<file path="src/rtl/ctrl_pkg.sv">
// ---------------------------------------------------------------------------
// ctrl_pkg
// Purpose : Shared definitions for the control pipeline. It holds the
//           control-transfer, write-back source and forwarding codes, the
//           per-stage control bundle structs, the bubble constants, and the
//           helpers that narrow a bundle as it moves down the pipe.
// Ports   : none (package)
// ---------------------------------------------------------------------------
package ctrl_pkg;

    typedef enum logic [1:0] {
        CT_JAL    = 2'b00,
        CT_JALR   = 2'b01,
        CT_BRANCH = 2'b10,
        CT_NONE   = 2'b11
    } ct_e;

    // Write-back source selects
    localparam logic [1:0] WB_ALU = 2'b00;
    localparam logic [1:0] WB_MEM = 2'b01;
    localparam logic [1:0] WB_PC4 = 2'b10;
    localparam logic [1:0] WB_IMM = 2'b11;

    // EX operand source selects
    localparam logic [1:0] FWD_RF  = 2'b00;
    localparam logic [1:0] FWD_MEM = 2'b01;
    localparam logic [1:0] FWD_WB  = 2'b10;

    typedef struct packed {
        logic       valid;
        logic       alu_src;
        logic [1:0] reg_wb_src;
        logic       reg_write;
        logic       mem_read;
        logic       mem_write;
        logic [1:0] alu_op;
        ct_e        ctrl_transfer;
        logic [4:0] rs1;
        logic [4:0] rs2;
        logic [4:0] rd;
    } ex_bundle_t;

    typedef struct packed {
        logic       valid;
        logic [1:0] reg_wb_src;
        logic       reg_write;
        logic       mem_read;
        logic       mem_write;
        logic [4:0] rd;
    } mem_bundle_t;

    typedef struct packed {
        logic       valid;
        logic [1:0] reg_wb_src;
        logic       reg_write;
        logic [4:0] rd;
    } wb_bundle_t;

    // A bubble carries no side effects and no control transfer.
    localparam ex_bundle_t EX_BUBBLE = '{
        valid: 1'b0, alu_src: 1'b0, reg_wb_src: WB_ALU, reg_write: 1'b0,
        mem_read: 1'b0, mem_write: 1'b0, alu_op: 2'b00,
        ctrl_transfer: CT_NONE, rs1: 5'd0, rs2: 5'd0, rd: 5'd0
    };

    localparam mem_bundle_t MEM_BUBBLE = '{
        valid: 1'b0, reg_wb_src: WB_ALU, reg_write: 1'b0,
        mem_read: 1'b0, mem_write: 1'b0, rd: 5'd0
    };

    localparam wb_bundle_t WB_BUBBLE = '{
        valid: 1'b0, reg_wb_src: WB_ALU, reg_write: 1'b0, rd: 5'd0
    };

    function automatic mem_bundle_t to_mem_bundle(input ex_bundle_t b);
        mem_bundle_t m;
        m.valid      = b.valid;
        m.reg_wb_src = b.reg_wb_src;
        m.reg_write  = b.reg_write;
        m.mem_read   = b.mem_read;
        m.mem_write  = b.mem_write;
        m.rd         = b.rd;
        return m;
    endfunction

    function automatic wb_bundle_t to_wb_bundle(input mem_bundle_t b);
        wb_bundle_t w;
        w.valid      = b.valid;
        w.reg_wb_src = b.reg_wb_src;
        w.reg_write  = b.reg_write;
        w.rd         = b.rd;
        return w;
    endfunction

endpackage

</file>
<file path="src/rtl/hazard_unit.sv">
// ---------------------------------------------------------------------------
// hazard_unit
// Purpose : Purely combinational hazard detection and operand forwarding.
// Ports   : ex_* / id_*      - load-use detection inputs
//           ex_redirect      - taken branch/jump resolved in EX
//           dmem_busy        - data memory not ready (freezes the pipe)
//           mem_* / wb_*     - writer info of the later stages
//           stall            - hold PC and IF/ID
//           flush_if_id      - squash IF/ID
//           bubble_ex        - load a bubble into EX on the next edge
//           fwd_a, fwd_b     - EX operand sources (00 RF, 01 MEM, 10 WB)
// ---------------------------------------------------------------------------
module hazard_unit
    import ctrl_pkg::*;
(
    input  logic       ex_valid,
    input  logic       ex_mem_read,
    input  logic [4:0] ex_rs1,
    input  logic [4:0] ex_rs2,
    input  logic [4:0] ex_rd,
    input  logic       id_valid,
    input  logic [4:0] id_rs1,
    input  logic [4:0] id_rs2,
    input  logic       ex_redirect,
    input  logic       dmem_busy,
    input  logic       mem_valid,
    input  logic       mem_reg_write,
    input  logic [4:0] mem_rd,
    input  logic       wb_valid,
    input  logic       wb_reg_write,
    input  logic [4:0] wb_rd,
    output logic       stall,
    output logic       flush_if_id,
    output logic       bubble_ex,
    output logic [1:0] fwd_a,
    output logic [1:0] fwd_b
);

    logic load_use;
    logic mem_writes;
    logic wb_writes;

    // x0 is never a real destination, so it can never create a dependency.
    assign load_use = ex_valid && ex_mem_read && (ex_rd != 5'd0) && id_valid &&
                      ((ex_rd == id_rs1) || (ex_rd == id_rs2));

    assign mem_writes = mem_valid && mem_reg_write && (mem_rd != 5'd0);
    assign wb_writes  = wb_valid && wb_reg_write && (wb_rd != 5'd0);

    // A memory freeze dominates everything: EX keeps its bundle, so a
    // pending redirect is simply re-presented once the memory is ready.
    // Otherwise a redirect beats load-use, since the dependent instruction
    // in ID is on the wrong path and will be squashed anyway.
    always_comb begin
        stall       = 1'b0;
        flush_if_id = 1'b0;
        bubble_ex   = 1'b0;
        if (dmem_busy) begin
            stall = 1'b1;
        end else if (ex_redirect) begin
            flush_if_id = 1'b1;
            bubble_ex   = 1'b1;
        end else if (load_use) begin
            stall     = 1'b1;
            bubble_ex = 1'b1;
        end
    end

    // The younger result (MEM) is the more recent value of the register.
    always_comb begin
        fwd_a = FWD_RF;
        fwd_b = FWD_RF;
        if (mem_writes && (mem_rd == ex_rs1)) begin
            fwd_a = FWD_MEM;
        end else if (wb_writes && (wb_rd == ex_rs1)) begin
            fwd_a = FWD_WB;
        end
        if (mem_writes && (mem_rd == ex_rs2)) begin
            fwd_b = FWD_MEM;
        end else if (wb_writes && (wb_rd == ex_rs2)) begin
            fwd_b = FWD_WB;
        end
    end

endmodule

</file>
<file path="src/rtl/ctrl_pipeline.sv">
// ---------------------------------------------------------------------------
// ctrl_pipeline
// Purpose : Control-signal pipeline ID->EX->MEM->WB with load-use stalls,
//           redirect flushes, memory freeze and operand forwarding selects.
// Ports   : clk, rst_n          - clock, synchronous active-low reset
//           id_*                - decoded instruction control bundle
//           ex_redirect         - taken branch/jump resolved in EX
//           dmem_busy           - data memory not ready, freezes all stages
//           stall, flush_if_id  - hazard controls for PC and IF/ID
//           ex_*, mem_*, wb_*   - registered per-stage control bundles
//           fwd_a, fwd_b        - EX operand source selects
//           stall_count,
//           flush_count         - saturating event counters, present only
//                                 when CTRL_PIPELINE_PERF_EN is defined
// ---------------------------------------------------------------------------
module ctrl_pipeline
    import ctrl_pkg::*;
(
    input  logic        clk,
    input  logic        rst_n,
    input  logic        id_valid,
    input  logic        id_ALU_src,
    input  logic [1:0]  id_reg_wb_src,
    input  logic        id_reg_write,
    input  logic        id_mem_read,
    input  logic        id_mem_write,
    input  logic [1:0]  id_ALU_op,
    input  logic [1:0]  id_ctrl_transfer,
    input  logic [4:0]  id_rs1,
    input  logic [4:0]  id_rs2,
    input  logic [4:0]  id_rd,
    input  logic        ex_redirect,
    input  logic        dmem_busy,
    output logic        stall,
    output logic        flush_if_id,
    output logic        ex_valid,
    output logic        ex_ALU_src,
    output logic [1:0]  ex_reg_wb_src,
    output logic        ex_reg_write,
    output logic        ex_mem_read,
    output logic        ex_mem_write,
    output logic [1:0]  ex_ALU_op,
    output logic [1:0]  ex_ctrl_transfer,
    output logic [4:0]  ex_rs1,
    output logic [4:0]  ex_rs2,
    output logic [4:0]  ex_rd,
    output logic        mem_valid,
    output logic [1:0]  mem_reg_wb_src,
    output logic        mem_reg_write,
    output logic        mem_mem_read,
    output logic        mem_mem_write,
    output logic [4:0]  mem_rd,
    output logic        wb_valid,
    output logic [1:0]  wb_reg_wb_src,
    output logic        wb_reg_write,
    output logic [4:0]  wb_rd,
`ifdef CTRL_PIPELINE_PERF_EN
    output logic [31:0] stall_count,
    output logic [31:0] flush_count,
`endif
    output logic [1:0]  fwd_a,
    output logic [1:0]  fwd_b
);

    ex_bundle_t  id_bundle;
    ex_bundle_t  ex_q;
    mem_bundle_t mem_q;
    wb_bundle_t  wb_q;
    logic        bubble_ex;

    // An invalid ID slot enters EX as a canonical bubble so that stale
    // field values can never look like a writer or a load.
    always_comb begin
        id_bundle = EX_BUBBLE;
        if (id_valid) begin
            id_bundle.valid         = 1'b1;
            id_bundle.alu_src       = id_ALU_src;
            id_bundle.reg_wb_src    = id_reg_wb_src;
            id_bundle.reg_write     = id_reg_write;
            id_bundle.mem_read      = id_mem_read;
            id_bundle.mem_write     = id_mem_write;
            id_bundle.alu_op        = id_ALU_op;
            id_bundle.ctrl_transfer = ct_e'(id_ctrl_transfer);
            id_bundle.rs1           = id_rs1;
            id_bundle.rs2           = id_rs2;
            id_bundle.rd            = id_rd;
        end
    end

    hazard_unit u_hazard (
        .ex_valid      (ex_q.valid),
        .ex_mem_read   (ex_q.mem_read),
        .ex_rs1        (ex_q.rs1),
        .ex_rs2        (ex_q.rs2),
        .ex_rd         (ex_q.rd),
        .id_valid      (id_valid),
        .id_rs1        (id_rs1),
        .id_rs2        (id_rs2),
        .ex_redirect   (ex_redirect),
        .dmem_busy     (dmem_busy),
        .mem_valid     (mem_q.valid),
        .mem_reg_write (mem_q.reg_write),
        .mem_rd        (mem_q.rd),
        .wb_valid      (wb_q.valid),
        .wb_reg_write  (wb_q.reg_write),
        .wb_rd         (wb_q.rd),
        .stall         (stall),
        .flush_if_id   (flush_if_id),
        .bubble_ex     (bubble_ex),
        .fwd_a         (fwd_a),
        .fwd_b         (fwd_b)
    );

    // Stage registers. Reset wins over a freeze; a freeze holds every stage.
    // A bubble into EX still lets the current EX bundle move on to MEM.
    always_ff @(posedge clk) begin
        if (!rst_n) begin
            ex_q  <= EX_BUBBLE;
            mem_q <= MEM_BUBBLE;
            wb_q  <= WB_BUBBLE;
        end else if (!dmem_busy) begin
            ex_q  <= bubble_ex ? EX_BUBBLE : id_bundle;
            mem_q <= to_mem_bundle(ex_q);
            wb_q  <= to_wb_bundle(mem_q);
        end
    end

`ifdef CTRL_PIPELINE_PERF_EN
    // Event counters stick at all-ones rather than wrapping.
    always_ff @(posedge clk) begin
        if (!rst_n) begin
            stall_count <= 32'd0;
            flush_count <= 32'd0;
        end else begin
            if (stall && (stall_count != 32'hFFFF_FFFF)) begin
                stall_count <= stall_count + 32'd1;
            end
            if (flush_if_id && (flush_count != 32'hFFFF_FFFF)) begin
                flush_count <= flush_count + 32'd1;
            end
        end
    end
`endif

    assign ex_valid         = ex_q.valid;
    assign ex_ALU_src       = ex_q.alu_src;
    assign ex_reg_wb_src    = ex_q.reg_wb_src;
    assign ex_reg_write     = ex_q.reg_write;
    assign ex_mem_read      = ex_q.mem_read;
    assign ex_mem_write     = ex_q.mem_write;
    assign ex_ALU_op        = ex_q.alu_op;
    assign ex_ctrl_transfer = ex_q.ctrl_transfer;
    assign ex_rs1           = ex_q.rs1;
    assign ex_rs2           = ex_q.rs2;
    assign ex_rd            = ex_q.rd;

    assign mem_valid        = mem_q.valid;
    assign mem_reg_wb_src   = mem_q.reg_wb_src;
    assign mem_reg_write    = mem_q.reg_write;
    assign mem_mem_read     = mem_q.mem_read;
    assign mem_mem_write    = mem_q.mem_write;
    assign mem_rd           = mem_q.rd;

    assign wb_valid         = wb_q.valid;
    assign wb_reg_wb_src    = wb_q.reg_wb_src;
    assign wb_reg_write     = wb_q.reg_write;
    assign wb_rd            = wb_q.rd;

endmodule

</file>
<file path="config.mk">
export PLATFORM = sky130hd
export DESIGN_NAME = ctrl_pipeline
export DESIGN_NICKNAME = d
export VERILOG_FILES = /design/src/rtl/ctrl_pkg.sv /design/src/rtl/hazard_unit.sv /design/src/rtl/ctrl_pipeline.sv
export SDC_FILE = /design/constraint.sdc
export NUM_CORES = 1
export LEC_CHECK = 0
export ABC_AREA = 1
export CAP_MARGIN = 20
export CORE_MARGIN = 2
export CORE_UTILIZATION = 40
export DETAILED_ROUTE_END_ITERATION = 12
export PLACE_DENSITY = 0.71
export SYNTH_ARGS = -nofsm -noshare
export SYNTH_HDL_FRONTEND = slang
export SYNTH_SLANG_ARGS = --single-unit
export TNS_END_PERCENT = 10
</file>
<file path="constraint.sdc">
create_clock -name clk -period 2.25 [get_ports clk]
set_clock_uncertainty 0.05 [all_clocks]
set_input_delay 0.225 -clock clk [delete_from_list [all_inputs] [get_ports clk]]
set_output_delay 0.225 -clock clk [all_outputs]
set_load 0.02 [all_outputs]
</file>
==> flow_metrics.py <==
metrics = {
    "setup_path": {
        "cp_max_fo": 5,
        "path_cells": "inv_1, nand2_1, nand2_1, nor2_1, nand3_1, nand2_2, nand2_4, o21ai_2, dlygate4sd2_1",
        "crit_arrival_ns": 1.75,
        "cp-start-kind": "flip-flop",
        "crit_path_end_kind": "primary output",
        "max_stage_delay_ns": 0.44,
        "crit_type": "reg2out",
        "cp_common_cell": "nand2_1",
        "slowest_stage": "dfxtp_1",
        "r2r_cells": 10,
        "required_ns": 1.98,
    },
    "die": {
        "row_count": 26,
        "initial_utilization": 0.422,
        "die-area_sq_mm": 0.00610,
        "fp.dieH_um": 78.1,
        "pin_count": 82,
        "die_w_um": 78.1,
        "core_sq_mm": 0.00520,
    },
    "global_route": {
        "grt_overflow": 0,
        "track_usage": 0.200,
        "antenna_found_initial": 0,
        "grt_pass1_wl_um": 9810,
        "grt_max_degree": 52,
        "grt_pass1_vias": 2090,
    },
    "placed_design": {
        "place_ws_ns": -0.0139,
        "port_buffers": 81,
        "dpl.hpwl_um": 4250,
        "placed_cells": 442,
        "place.gp.congestion": 0.773,
    },
    "finish": {
        "syn2layout_area_growth_pct": 44.9,
        "diodes": 0,
        "layout_commonest_cell": "clkdlybuf4s50_1",
        "num-nets-final": 409,
        "nFillCells": 517,
        "post-route-util": 0.612,
        "instances_no_fill": 450,
        "layout_common_cells": "clkdlybuf4s50_1, nand2_1, dfxtp_1, nor2_1, a21oi_1",
        "drive_gt1_frac": 0.0868,
    },
    "pwr": {
        "vdd_drop_max_mv": 0.360,
        "leakage_nw": 1.32,
        "power_density_mw_per_mm2": 560,
    },
    "logic_synthesis": {
        "synth_warnings": 0,
        "synthMuxAreaShare": 0,
        "synth_fa_ha_area_frac": 0,
        "netlist_instances": 297,
        "ys_ff_latch": 46,
        "synth_area_sq_mm": 0.00220,
        "syn_nets": 327,
        "synth_xor_area_frac": 0.0877,
        "yosysSeqAreaShare": 0.419,
        "synth_cell_types": 26,
        "syn_area_per_cell_sq_um": 7.40,
        "synthSimpleGateAreaFrac": 0.285,
        "synth_top_family_by_area": "simple AND/OR/NAND/NOR gates",
        "synth_compound_area_frac": 0.125,
    },
    "route": {
        "post_drt_wl_per_cell_um": 13.2,
        "drtIter0Drc": 133,
        "vias": 2221,
        "drt-total-wl_um": 5930,
        "postRouteAntennaNets": 0,
        "drt-pass1-iter-count": 4,
        "drc": 0,
        "viasPerCell": 4.94,
    },
    "outcome": {
        "status": "completed",
    },
    "clock_network": {
        "clkSinkCount": 46,
        "cts_setup_buffers": 0,
        "clock_latency_ns": 0.30,
        "clk_path_buf_depth": 2,
        "cts_tree": "yes",
        "htreeDepth": 2,
        "cts.clk_slew.worst_paths_ns": 0.09,
        "cts_root_buf": "clkbuf_8",
        "numCtsBuffers": 5,
    },
    "timing": {
        "finalCriticalPeriod_ns": 2.03,
        "period_share": 0.901,
        "hold_violations": 0,
        "fmax_mhz": 494,
        "setup_viol": 0,
        "setup_tns_ns": 0,
        "worst_slack_ns": 0.224,
        "finalMaxSlewViolations": 0,
        "relSlewSlack": 0.656,
        "rsz0062_at_grt": "false",
        "worst_slew_pin_slew_ns": 0.516,
    },
    "hold_path": {
        "hold_depth": 2,
        "hp-class": "reg2reg",
    },
    "flow_run": {
        "max-cap-violations": 0,
    },
}
## cells in the mapped netlist, drive strengths merged
library cell  count  area [sq um]
nor2             43           164
xor2             10          87.6
clkinv            2          7.51
inv              17          63.8
buf               7          66.3
xnor2            12           105
clkbuf           11          45.1
or2               2          12.5
nor3              4          20.0
nand2            53           209
o21ai            23           119
dfxtp            46           921
nor4              2          12.5
a21oi            31           155
nand3             7          40.0
nand4            27           169
## cell families after synthesis
kind of cell / count (synthesis)
flops: 46
compound gates: 54
simple gates: 138
buf+inv: 37
xor+xnor: 22
## layout make-up
type,instances,area (sq um),share of cell area
clock buffer,5,68.8,0.0216
clock inverter,3,25.0,0.00786
inverter,19,71.3,0.0224
multi-input combinational,214,1110,0.347
sequential,46,923,0.290
tap,70,87.6,0.0275
timing repair buffer,93,902,0.283
## power breakdown
| part | total (mW) | internal, mW | switching [mW] |
|---|---|---|---|
| combinational | 0.367 | 0.180 | 0.187 |
| clock | 0.523 | 0.224 | 0.299 |
| sequential | 0.893 | 0.852 | 0.0414 |
| total | 1.78 | 1.26 | 0.528 |
## per-layer routing
layer / wire length, um / global-route usage / part of all wire
met5: 0 / 0 / 0
met4: 84 / 0.0561 / 0.014
met3: 298 / 0.0460 / 0.050
met2: 2650 / 0.315 / 0.45
met1: 2900 / 0.275 / 0.49
## sequential cells by signal, indices dropped and copies added (netlist names), 2 cells and up
| register | flops |
|---|---|
| ex_rd | 5 |
| ex_rs1 | 5 |
| ex_rs2 | 5 |
| mem_rd | 5 |
| wb_rd | 5 |
| ex_ALU_op | 2 |
| ex_ctrl_transfer | 2 |
| ex_reg_wb_src | 2 |
| mem_reg_wb_src | 2 |
| wb_reg_wb_src | 2 |
## metrics by stage
stage	power, mW	area, sq um	hold WS [ns]
2_1_floorplan	1.10	2200	0.345
3_3_place_gp	1.27	3070	0.406
3_5_place_dp	1.28	3070	0.411
4_1_cts	1.80	3180	0.428
5_1_grt	1.88	3180	0.449
6_report	1.78	3180	0.422
## critical path: cells and delay by family (launching register included)
kind	cells	cell delay (ns)
buf+inv	2	0.45
flops	1	0.44
simple gates	6	0.45
compound gates	1	0.09
## what timing repair did
item                       in CTS  in global routing
resized for setup               5                  4
pin swaps                       0                  0
setup endpoints to repair       5                  2
hold buffers                    0                  0
## worst paths after layout
check / start / slack [ns] / end
worst min-delay path: ex_ALU_op[0]$_SDFFE_PN0N_ / 0.42 / ex_ALU_op[0]$_SDFFE_PN0N_
worst max-delay path: ex_rd[3]$_SDFFE_PN0N_ / 0.22 / stall
worst max register to register: ex_rd[0]$_SDFFE_PN0N_ / 0.60 / ex_ctrl_transfer[0]$_SDFFE_PN1N_
worst min register to register: ex_ALU_op[0]$_SDFFE_PN0N_ / 0.42 / ex_ALU_op[0]$_SDFFE_PN0N_
Power figures use the tool's default switching activity.
